--- src/rtl/cmd_arbiter.sv ---
// -----------------------------------------------------------------------------
// cmd_arbiter
//   Shares the single CMD-line command path (CMD_master) between three command
//   sources: software command register (req[0]), auto-CMD23 (req[1]) and
//   auto-CMD12 (req[2]). Grants by fixed priority (bit2 > bit1 > bit0), issues
//   the granted command, waits for completion or error, and returns a one-cycle
//   done pulse with status to the granted requester. A watchdog aborts a hung
//   command through CMD_master's physical_inactive input.
//
// Ports
//   CLK_host        host clock, rising edge
//   reset           synchronous, active-high
//   req[2:0]        level requests (bit0 sw, bit1 CMD23, bit2 CMD12)
//   req_index[17:0] per-requester command index, slice [6i+5:6i]
//   req_arg[95:0]   per-requester argument, slice [32i+31:32i]
//   done[2:0]       one-hot completion pulse to the granted requester
//   err, err_code   result, valid with done (00 ok, 01 CMD timeout, 10 abort)
//   rsp_status      captured response status, held until the next done
//   grant_id        current/last granted requester
//   arb_busy        high whenever the arbiter is not IDLE
//   new_cmd, cmd_index, cmd_arg, cmd_abort   to CMD_master
//   cmd_busy, cmd_complete, timeout_error, response_status   from CMD_master
// -----------------------------------------------------------------------------
module cmd_arbiter #(
  parameter int             WD_W     = 16,
  parameter logic [WD_W-1:0] WD_LIMIT = 16'hFFFF
) (
  input  logic        CLK_host,
  input  logic        reset,
  input  logic [2:0]  req,
  input  logic [17:0] req_index,
  input  logic [95:0] req_arg,
  output logic [2:0]  done,
  output logic        err,
  output logic [1:0]  err_code,
  output logic [31:0] rsp_status,
  output logic [1:0]  grant_id,
  output logic        arb_busy,
  output logic        new_cmd,
  output logic [5:0]  cmd_index,
  output logic [31:0] cmd_arg,
  output logic        cmd_abort,
  input  logic        cmd_busy,
  input  logic        cmd_complete,
  input  logic        timeout_error,
  input  logic [31:0] response_status
);

  typedef enum logic [1:0] {
    IDLE      = 2'd0,
    ISSUE     = 2'd1,
    WAIT_DONE = 2'd2,
    RESPOND   = 2'd3
  } state_t;

  state_t state_q, state_d;

  logic [WD_W-1:0] wd_q, wd_d, wd_inc_s;
  logic [2:0]      done_q, done_d;
  logic            err_q, err_d;
  logic [1:0]      err_code_q, err_code_d;
  logic [31:0]     rsp_status_q, rsp_status_d;
  logic [1:0]      grant_id_q, grant_id_d;
  logic            arb_busy_q, arb_busy_d;
  logic            new_cmd_q, new_cmd_d;
  logic [5:0]      cmd_index_q, cmd_index_d;
  logic [31:0]     cmd_arg_q, cmd_arg_d;
  logic            cmd_abort_q, cmd_abort_d;

  // Decoded events of the current cycle, shared by next-state and output logic
  logic            grant_s;
  logic [1:0]      grant_sel_s;
  logic            rsp_ok_s;
  logic            rsp_to_s;
  logic            wd_abort_s;

  // State and watchdog register
  always_ff @(posedge CLK_host) begin
    if (reset) begin
      state_q <= IDLE;
      wd_q    <= {WD_W{1'b0}};
    end else begin
      state_q <= state_d;
      wd_q    <= wd_d;
    end
  end

  // Next-state logic, priority select and watchdog
  always_comb begin
    state_d     = state_q;
    wd_d        = wd_q;
    grant_s     = 1'b0;
    rsp_ok_s    = 1'b0;
    rsp_to_s    = 1'b0;
    wd_abort_s  = 1'b0;

    if (req[2]) begin
      grant_sel_s = 2'd2;
    end else if (req[1]) begin
      grant_sel_s = 2'd1;
    end else begin
      grant_sel_s = 2'd0;
    end

    // Saturating increment: the count never wraps past WD_LIMIT
    if (wd_q == WD_LIMIT) begin
      wd_inc_s = wd_q;
    end else begin
      wd_inc_s = wd_q + {{(WD_W-1){1'b0}}, 1'b1};
    end

    case (state_q)
      IDLE: begin
        if (req != 3'b000) begin
          grant_s = 1'b1;
          wd_d    = {WD_W{1'b0}};
          state_d = ISSUE;
        end else begin
          state_d = IDLE;
        end
      end
      ISSUE: begin
        wd_d = wd_inc_s;
        if (wd_inc_s == WD_LIMIT) begin
          wd_abort_s = 1'b1;
          state_d    = RESPOND;
        end else if (cmd_busy) begin
          state_d = WAIT_DONE;
        end else begin
          state_d = ISSUE;
        end
      end
      WAIT_DONE: begin
        wd_d = wd_inc_s;
        // A real completion/error in the expiry cycle beats the watchdog;
        // a timeout beats a coincident completion.
        if (timeout_error) begin
          rsp_to_s = 1'b1;
          state_d  = RESPOND;
        end else if (cmd_complete) begin
          rsp_ok_s = 1'b1;
          state_d  = RESPOND;
        end else if (wd_inc_s == WD_LIMIT) begin
          wd_abort_s = 1'b1;
          state_d    = RESPOND;
        end else begin
          state_d = WAIT_DONE;
        end
      end
      RESPOND: begin
        state_d = IDLE;
      end
      default: begin
        state_d = IDLE;
      end
    endcase
  end

  // Output next values; every output is registered off the next state
  always_comb begin
    done_d       = 3'b000;
    err_d        = 1'b0;
    err_code_d   = 2'b00;
    rsp_status_d = rsp_status_q;
    grant_id_d   = grant_id_q;
    cmd_index_d  = cmd_index_q;
    cmd_arg_d    = cmd_arg_q;

    if (grant_s) begin
      grant_id_d = grant_sel_s;
      case (grant_sel_s)
        2'd2: begin
          cmd_index_d = req_index[17:12];
          cmd_arg_d   = req_arg[95:64];
        end
        2'd1: begin
          cmd_index_d = req_index[11:6];
          cmd_arg_d   = req_arg[63:32];
        end
        default: begin
          cmd_index_d = req_index[5:0];
          cmd_arg_d   = req_arg[31:0];
        end
      endcase
    end else begin
      grant_id_d = grant_id_q;
    end

    if (state_d == RESPOND) begin
      case (grant_id_q)
        2'd0:    done_d = 3'b001;
        2'd1:    done_d = 3'b010;
        2'd2:    done_d = 3'b100;
        default: done_d = 3'b000;
      endcase
    end else begin
      done_d = 3'b000;
    end

    if (rsp_to_s) begin
      err_d      = 1'b1;
      err_code_d = 2'b01;
    end else if (wd_abort_s) begin
      err_d      = 1'b1;
      err_code_d = 2'b10;
    end else begin
      err_d      = 1'b0;
      err_code_d = 2'b00;
    end

    if (rsp_ok_s) begin
      rsp_status_d = response_status;
    end else begin
      rsp_status_d = rsp_status_q;
    end

    new_cmd_d   = (state_d == ISSUE);
    arb_busy_d  = (state_d != IDLE);
    cmd_abort_d = wd_abort_s;
  end

  // Output registers
  always_ff @(posedge CLK_host) begin
    if (reset) begin
      done_q       <= 3'b000;
      err_q        <= 1'b0;
      err_code_q   <= 2'b00;
      rsp_status_q <= 32'h0000_0000;
      grant_id_q   <= 2'd0;
      arb_busy_q   <= 1'b0;
      new_cmd_q    <= 1'b0;
      cmd_index_q  <= 6'd0;
      cmd_arg_q    <= 32'h0000_0000;
      cmd_abort_q  <= 1'b0;
    end else begin
      done_q       <= done_d;
      err_q        <= err_d;
      err_code_q   <= err_code_d;
      rsp_status_q <= rsp_status_d;
      grant_id_q   <= grant_id_d;
      arb_busy_q   <= arb_busy_d;
      new_cmd_q    <= new_cmd_d;
      cmd_index_q  <= cmd_index_d;
      cmd_arg_q    <= cmd_arg_d;
      cmd_abort_q  <= cmd_abort_d;
    end
  end

  assign done       = done_q;
  assign err        = err_q;
  assign err_code   = err_code_q;
  assign rsp_status = rsp_status_q;
  assign grant_id   = grant_id_q;
  assign arb_busy   = arb_busy_q;
  assign new_cmd    = new_cmd_q;
  assign cmd_index  = cmd_index_q;
  assign cmd_arg    = cmd_arg_q;
  assign cmd_abort  = cmd_abort_q;

endmodule
--- config.mk ---
export PLATFORM = sky130hd
export DESIGN_NAME = cmd_arbiter
export DESIGN_NICKNAME = d
export VERILOG_FILES = /design/src/rtl/cmd_arbiter.sv
export SDC_FILE = /design/constraint.sdc
export NUM_CORES = 1
export LEC_CHECK = 0
export CAP_MARGIN = 20
export CELL_PAD_IN_SITES_DETAIL_PLACEMENT = 0
export CELL_PAD_IN_SITES_GLOBAL_PLACEMENT = 1
export CORE_MARGIN = 4
export CORE_UTILIZATION = 25
export DETAILED_ROUTE_END_ITERATION = 6
export PLACE_DENSITY_LB_ADDON = 0.1
export SLEW_MARGIN = 20
export SYNTH_ARGS = -nofsm -noshare
export SYNTH_HDL_FRONTEND = slang
export SYNTH_SLANG_ARGS = --single-unit
--- constraint.sdc ---
create_clock -name CLK_host -period 2.7 [get_ports CLK_host]
set_input_delay 0.675 -clock CLK_host [delete_from_list [all_inputs] [get_ports CLK_host]]
set_output_delay 0.675 -clock CLK_host [all_outputs]
set_load 0.01 [all_outputs]
==> results of run 1 <==
==> worst max-delay path, cell delays in order (launching register included) <==
cell and delay, ns:
dfxtp_4 0.38, nand4_1 0.13, or3_1 0.38, or3_4 0.35, a2111oi_4 0.34, nand4_1 0.26, o211a_4 0.36, a2111oi_4 0.26
==> stage by stage <==
stage                     instances  hold slack, ns
after floorplan                 646           0.461
after global placement         1120           0.441
after detailed placement       1120           0.447
after CTS                      1137           0.458
after global routing           1138           0.477
final                          1138           0.455
==> kinds of logic after synthesis <==
logic type / after synthesis / share of synthesized area [%]
flip-flops: 99 / 41.1
AND/OR/NAND/NOR: 273 / 24.9
AO/OA/AOI/OAI: 169 / 19.4
adder cells (fa/ha/maj): 4 / 1.04
XOR/XNOR: 3 / 0.544
multiplexers: 40 / 8.32
buffers and inverters: 58 / 4.74
==> power by group <==
part / leakage [nW] / internal, W / switching, W / total (W)
sequential: 0.808 / 0.00152 / 0.0000379 / 0.00156
combinational: 2.00 / 0.000450 / 0.000374 / 0.000824
clock: 0.139 / 0.000667 / 0.000614 / 0.00128
==> registers in the layout, indices dropped and copies added, names as in the netlist, 2 cells and up <==
signal and flops:
cmd_arg 32, rsp_status 32, wd_q 16, cmd_index 6, done 3, err_code 2, grant_id 2, state_q 2
==> routing by layer <==
metal  track usage, %  wire (um)
met3             6.82       1800
met4             4.75        302
met1             18.0       6920
met5                0          7
met2             24.3       7620
==> what timing repair did <==
item	CTS	global route
setup endpoints to repair	1	7
gates resized for setup	6	9
setup buffers	1	1
pin swaps	2	5
==> how the worst max path moves through the flow <==
stage | endpoint | slack, ns | depth (start not counted)
after global routing | new_cmd$_SDFF_PP0_ | -0.0009 | 7
final | new_cmd$_SDFF_PP0_ | 0.15 | 7
after global placement | new_cmd$_SDFF_PP0_ | 0.06 | 7
after detailed placement | new_cmd$_SDFF_PP0_ | -0.02 | 8
after CTS | new_cmd$_SDFF_PP0_ | 0.02 | 7
after floorplan | err_code[1]$_SDFF_PP0_ | 0.11 | 9
==> cells in the final DEF (no fill, tap or decap), types with 2 or more instances in the layout <==
cell             netlist  final
clkdlybuf4s50_1        0    231
nor2_1               133    133
a21oi_1              127    127
dfxtp_1               99     95
nand2_1               82     82
mux2i_1               39     39
buf_4                  2     28
o21ai_0               16     15
inv_1                 11     11
nand3_1               13     11
clkbuf_16              0      9
nor3_1                 9      7
nand4_1                6      6
nand3b_1               4      4
and3_1                 4      4
a22oi_1                4      4
ha_1                   4      4
or3_1                  3      3
a21o_1                 3      3
o21ai_1                2      3
dfxtp_2                0      3
nand2b_1               2      2
nand3_2                0      2
nor3_2                 0      2
nor2b_1                2      2
and2_1                 2      2
nor4_4                 0      2
xor2_1                 2      2
a31oi_1                2      2
a2111oi_4              1      2
nor4b_2                2      2
a211oi_1               2      2
inv_6                  0      2
buf_2                  3      2
buf_12                 0      2
==> layout make-up <==
class	instances	area, um2	area share, %
flip-flops and latches	99	1990	25.2
repair buffers	263	2570	32.5
clock inverters	5	45.0	0.569
clock buffers	11	243	3.07
well taps	260	325	4.11
inverters	11	41.3	0.522
multi-input cells	489	2690	34.1
==> flow_metrics.py, run 1 <==
metrics = {
    "synth": {
        "synthTopCellsByArea": "dfxtp_1, a21oi_1, nor2_1",
        "synth_edf_count": 0,
        "netlist_area_um2": 4830,
        "synth-seq-cells": 99,
        "async_flop_share_pct": 0,
        "yosysUniqueCellTypes": 52,
        "synth_top_area_share_pct": 41.1,
        "yosys-top-cells-count": "nor2_1, a21oi_1, dfxtp_1",
        "synth_ff_type": "dfxtp_1",
        "synth-seq-area-share_pct": 41.1,
        "syn_area_per_cell_um2": 7.47,
        "syn_nets": 804,
        "yosysTopAreaCell": "dfxtp_1",
        "yosys_warnings": 0,
        "synthCells": 646,
        "synth.most_common_cell": "nor2_1",
    },
    "layout": {
        "fin_util_pct": 42.0,
        "num_antenna_cells": 0,
        "drive_gt1_share_pct": 7.86,
        "fillers": 1858,
        "layout.nets": 1031,
        "syn_to_final_growth_pct": 63.9,
        "design_area_um2": 7910,
    },
    "floorplan": {
        "die_area_um2": 21600,
        "io_pins": 235,
        "fp-row-count": 50,
        "core_um2": 18800,
        "die_h_um": 147,
        "start_util_pct": 25.6,
        "die_w_um": 147,
    },
    "timing": {
        "final.setup.tns_ns": 0,
        "slew_violations": 0,
        "fin_worst_skew_ns": 0.00836,
        "fin_crit_sh_pct": 94.6,
        "max_slew_margin_pct": 51.4,
        "fin_crit_ns": 2.55,
        "finalHoldViolCount": 0,
        "fmax_ghz": 0.391,
        "tightest_slew_ns": 0.729,
        "setup_viol": 0,
        "layout_setup_ws_ns": 0.145,
    },
    "route": {
        "routedWlPerCell_um": 14.6,
        "vias_per_cell": 4.58,
        "drc_errors": 0,
        "first_pass_iters": 5,
        "drt_iter0_drc": 195,
        "wl_um": 16600,
        "vias": 5213,
        "ant_nets": 0,
    },
    "clock_tree": {
        "cts_tree": "built",
        "insertion_delay_ns": 0.35,
        "cts_buffers": 9,
        "cts-hold-fix-buffers": 0,
        "cts.sinks": 99,
        "h-tree-depth": 3,
        "cts_root_buffer": "clkbuf_16",
        "clk_pin_slew_ns": 0.07,
        "clock_path_buffers": 2,
    },
    "worst_setup_path": {
        "path_class": "register to register",
        "regToRegStartpoint": "wd_q[5]$_SDFFE_PP0P_",
        "r2r_slack_ns": 0.15,
        "r2r_cells": 7,
        "cp-start-kind": "register",
        "end_kind": "register",
        "regToRegEndpoint": "new_cmd$_SDFF_PP0_",
        "worstPathRequired_ns": 2.96,
        "critPathMaxFanout": 8,
        "startpoint": "wd_q[5]$_SDFFE_PP0P_",
        "crit_arrival_ns": 2.81,
    },
    "min_path": {
        "hold_start": "rsp_status[9]$_SDFFE_PP0P_",
        "hold_class": "register to register",
        "holdPathStages": 2,
        "min_to": "rsp_status[9]$_SDFFE_PP0P_",
    },
    "run_status": {
        "status": "finished clean",
    },
    "power_and_ir_drop": {
        "leakage_nw": 2.95,
        "ir_worst_vdd_v": 0.000240,
        "power_density_nw_per_um2": 464,
        "p_total_w": 0.00367,
    },
    "placed_design": {
        "place_congestion": 0.883,
        "preCtsSetupSlack_ns": -0.0186,
        "port_buffers": 234,
        "hpwl_um": 12400,
        "dpl_cell_area_um2": 7540,
    },
    "global_route": {
        "grt_pass1_vias": 5118,
        "grt_pass1_wl_um": 26600,
        "track_usage_pct": 15.1,
        "antenna_found_initial": 1,
        "grt.overflow.total": 0,
        "grt_max_degree": 79,
    },
    "run": {
        "max-cap-violations": 0,
    },
}
No activity file was read; power rests on OpenSTA's default activity.
==> inputs of run 2 (changes only) <==
--- a/config.mk
+++ b/config.mk
@@ -5,7 +5,7 @@
 export SDC_FILE = /design/constraint.sdc
 export NUM_CORES = 1
 export LEC_CHECK = 0
-export CAP_MARGIN = 20
+export CAP_MARGIN = 25
 export CELL_PAD_IN_SITES_DETAIL_PLACEMENT = 0
 export CELL_PAD_IN_SITES_GLOBAL_PLACEMENT = 1
 export CORE_MARGIN = 4
==> results of run 2 <==
No change in the layout: final DEF, timing and power equal those of run 1.
==> inputs of run 3 (changes only) <==
--- a/config.mk
+++ b/config.mk
@@ -11,7 +11,8 @@
 export CORE_MARGIN = 4
 export CORE_UTILIZATION = 25
 export DETAILED_ROUTE_END_ITERATION = 6
-export PLACE_DENSITY_LB_ADDON = 0.1
+export GPL_ROUTABILITY_DRIVEN = 0
+export PLACE_DENSITY = 0.87
 export SLEW_MARGIN = 20
 export SYNTH_ARGS = -nofsm -noshare
 export SYNTH_HDL_FRONTEND = slang
==> run 3 against run 2 <==
Effect of this change:
- via count down 0.25%
- fmax is 0.43% lower
- setup slack got worse by 0.011 ns
- sequential share of layout area down 0.14 points
- clock skew fell by 0.0015 ns
- die area unchanged
- global-route usage is 1.1 points lower
- critical path type unchanged
==> flow_metrics.py, run 3 (synthesized netlist as in run 1, its figures left out) <==
metrics = {
    "run_status": {
        "status": "finished clean",
    },
    "timing": {
        "fmax_ghz": 0.390,
        "fin_crit_ns": 2.57,
        "max_slew_margin_pct": 71.1,
        "tightest_slew_ns": 0.433,
        "fin_worst_skew_ns": 0.00686,
        "slew_violations": 0,
        "whs_ns": 0.452,
        "final.setup.tns_ns": 0,
        "finalHoldViolCount": 0,
        "fin_crit_sh_pct": 95.0,
        "setup_viol": 0,
        "rsz0062_at_grt": "false",
    },
    "global_route": {
        "antenna_found_initial": 1,
        "grt_pass1_wl_um": 24700,
        "track_usage_pct": 14.0,
        "grt_use_met3_pct": 5.89,
        "grt_max_degree": 79,
        "met1_usage_pct": 15.8,
        "grtUsageMet2_pct": 24.0,
        "grt_pass1_vias": 4871,
        "grt_busiest_layer": "met2",
        "grt.overflow.total": 0,
    },
    "layout": {
        "layout.nets": 1034,
        "fillers": 1950,
        "layout_common_cells": "clkdlybuf4s50_1, nor2_1, a21oi_1",
        "fin_cells": 1141,
        "syn_to_final_growth_pct": 64.6,
        "num_antenna_cells": 0,
        "drive_gt1_share_pct": 7.95,
        "design_area_um2": 7950,
        "fin_util_pct": 42.2,
        "mostFrequentLayoutCell": "clkdlybuf4s50_1",
    },
    "floorplan": {
        "start_util_pct": 25.6,
        "io_pins": 235,
        "fp-row-count": 50,
        "die_area_um2": 21600,
        "die_h_um": 147,
        "die_w_um": 147,
        "core_um2": 18800,
    },
    "worst_setup_path": {
        "worstPathRequired_ns": 2.98,
        "path_class": "register to register",
        "crit_arrival_ns": 2.85,
        "r2r_cells": 7,
        "cp-start-kind": "register",
        "end_kind": "register",
        "critPathMaxFanout": 4,
    },
    "power_and_ir_drop": {
        "p_clk_share_pct": 34.8,
        "ir_worst_vdd_v": 0.000260,
        "p_seq_share_pct": 42.8,
        "power_frac_comb_pct": 22.4,
        "swShare_pct": 28.0,
        "leakage_nw": 2.96,
        "switchingPower_w": 0.00102,
        "power_density_nw_per_um2": 460,
        "internal_power_w": 0.00263,
    },
    "clock_tree": {
        "cts_buffers": 9,
        "clock_path_buffers": 2,
        "h-tree-depth": 3,
        "clk_pin_slew_ns": 0.07,
        "cts-hold-fix-buffers": 0,
        "cts_root_buffer": "clkbuf_16",
        "cts_tree": "built",
        "cts.sinks": 99,
        "insertion_delay_ns": 0.34,
    },
    "route": {
        "vias_per_cell": 4.56,
        "drt_iter0_drc": 181,
        "routedWlPerCell_um": 13.8,
        "wl_um": 15800,
        "ant_nets": 0,
        "first_pass_iters": 4,
        "drc_errors": 0,
        "vias": 5200,
    },
    "min_path": {
        "hold_class": "register to register",
        "holdPathStages": 2,
    },
    "placed_design": {
        "port_buffers": 234,
        "place_inst": 1124,
        "hpwl_um": 12000,
        "dpl_cell_area_um2": 7590,
    },
    "run": {
        "max-cap-violations": 0,
    },
}
-- run 3: cell types whose count changed in the layout (fill, tap and decap cells not counted), moves of 2 or more --
| cell | previous run | this run |
|---|---|---|
| dfxtp_2 | 3 | 1 |
| nor3_1 | 7 | 9 |
| nor3_2 | 2 | 0 |
| buf_12 | 2 | 4 |
| dfxtp_1 | 95 | 97 |
-- run 3: power by group through the flow --
stage,Clock (W),Sequential (W),Combinational (W)
2_1_floorplan,0,0.00162,0.000333
3_3_place_gp,0,0.00159,0.000819
3_5_place_dp,0,0.00160,0.000820
4_1_cts,0.00134,0.00156,0.000823
5_1_grt,0.00140,0.00157,0.000895
6_report,0.00127,0.00156,0.000817
-- run 3: area by class of cell --
class | count | area [um2] | share of cell area [%]
clock buffers | 9 | 225 | 2.83
multi-input cells | 489 | 2680 | 33.7
clock inverters | 7 | 68.8 | 0.866
repair buffers | 266 | 2620 | 33.0
inverters | 11 | 41.3 | 0.520
well taps | 260 | 325 | 4.09
flip-flops and latches | 99 | 1990 | 25.0
-- run 3: worst max-delay path, cell delays in order (launching register included) --
cell and delay [ns]:
dfxtp_1 0.35, nand3_2 0.11, or3_1 0.40, or3_4 0.35, a2111oi_4 0.35, nand4_1 0.26
or4_4 0.56, a21oi_2 0.11
-- run 3: per-layer routing --
metal	vias up	part of all wire [%]	routed length, um
li1	2664	-	-
met4	2	1.2	195
met2	227	46	7270
met1	2292	41	6440
met5	-	0.082	13
met3	15	12	1870
-- run 3: worst paths after layout --
| path | from | to | slack [ns] |
|---|---|---|---|
| hold / removal | rsp_status[5]$_SDFFE_PP0P_ | rsp_status[5]$_SDFFE_PP0P_ | 0.45 |
| setup / recovery | wd_q[4]$_SDFFE_PP0P_ | err_code[1]$_SDFF_PP0_ | 0.13 |
| setup reg to reg | wd_q[4]$_SDFFE_PP0P_ | err_code[1]$_SDFF_PP0_ | 0.13 |
| hold reg to reg | rsp_status[5]$_SDFFE_PP0P_ | rsp_status[5]$_SDFFE_PP0P_ | 0.45 |
-- run 3: repair_timing --
item                                    CTS  global route
gates resized for setup                   1            10
endpoints found under the setup margin    6             8
setup buffers                             1             0
pin swaps                                 1             5
endpoints found under the hold margin     0             0
-- run 3: stage by stage --
| stage | setup slack (ns) | power [W] |
|---|---|---|
| after global placement | 0.0432 | 0.00241 |
| after detailed placement | 0.00205 | 0.00242 |
| after CTS | 0.0331 | 0.00372 |
| after floorplan | 0.106 | 0.00196 |
| after global routing | 0.0107 | 0.00387 |
| final | 0.134 | 0.00365 |
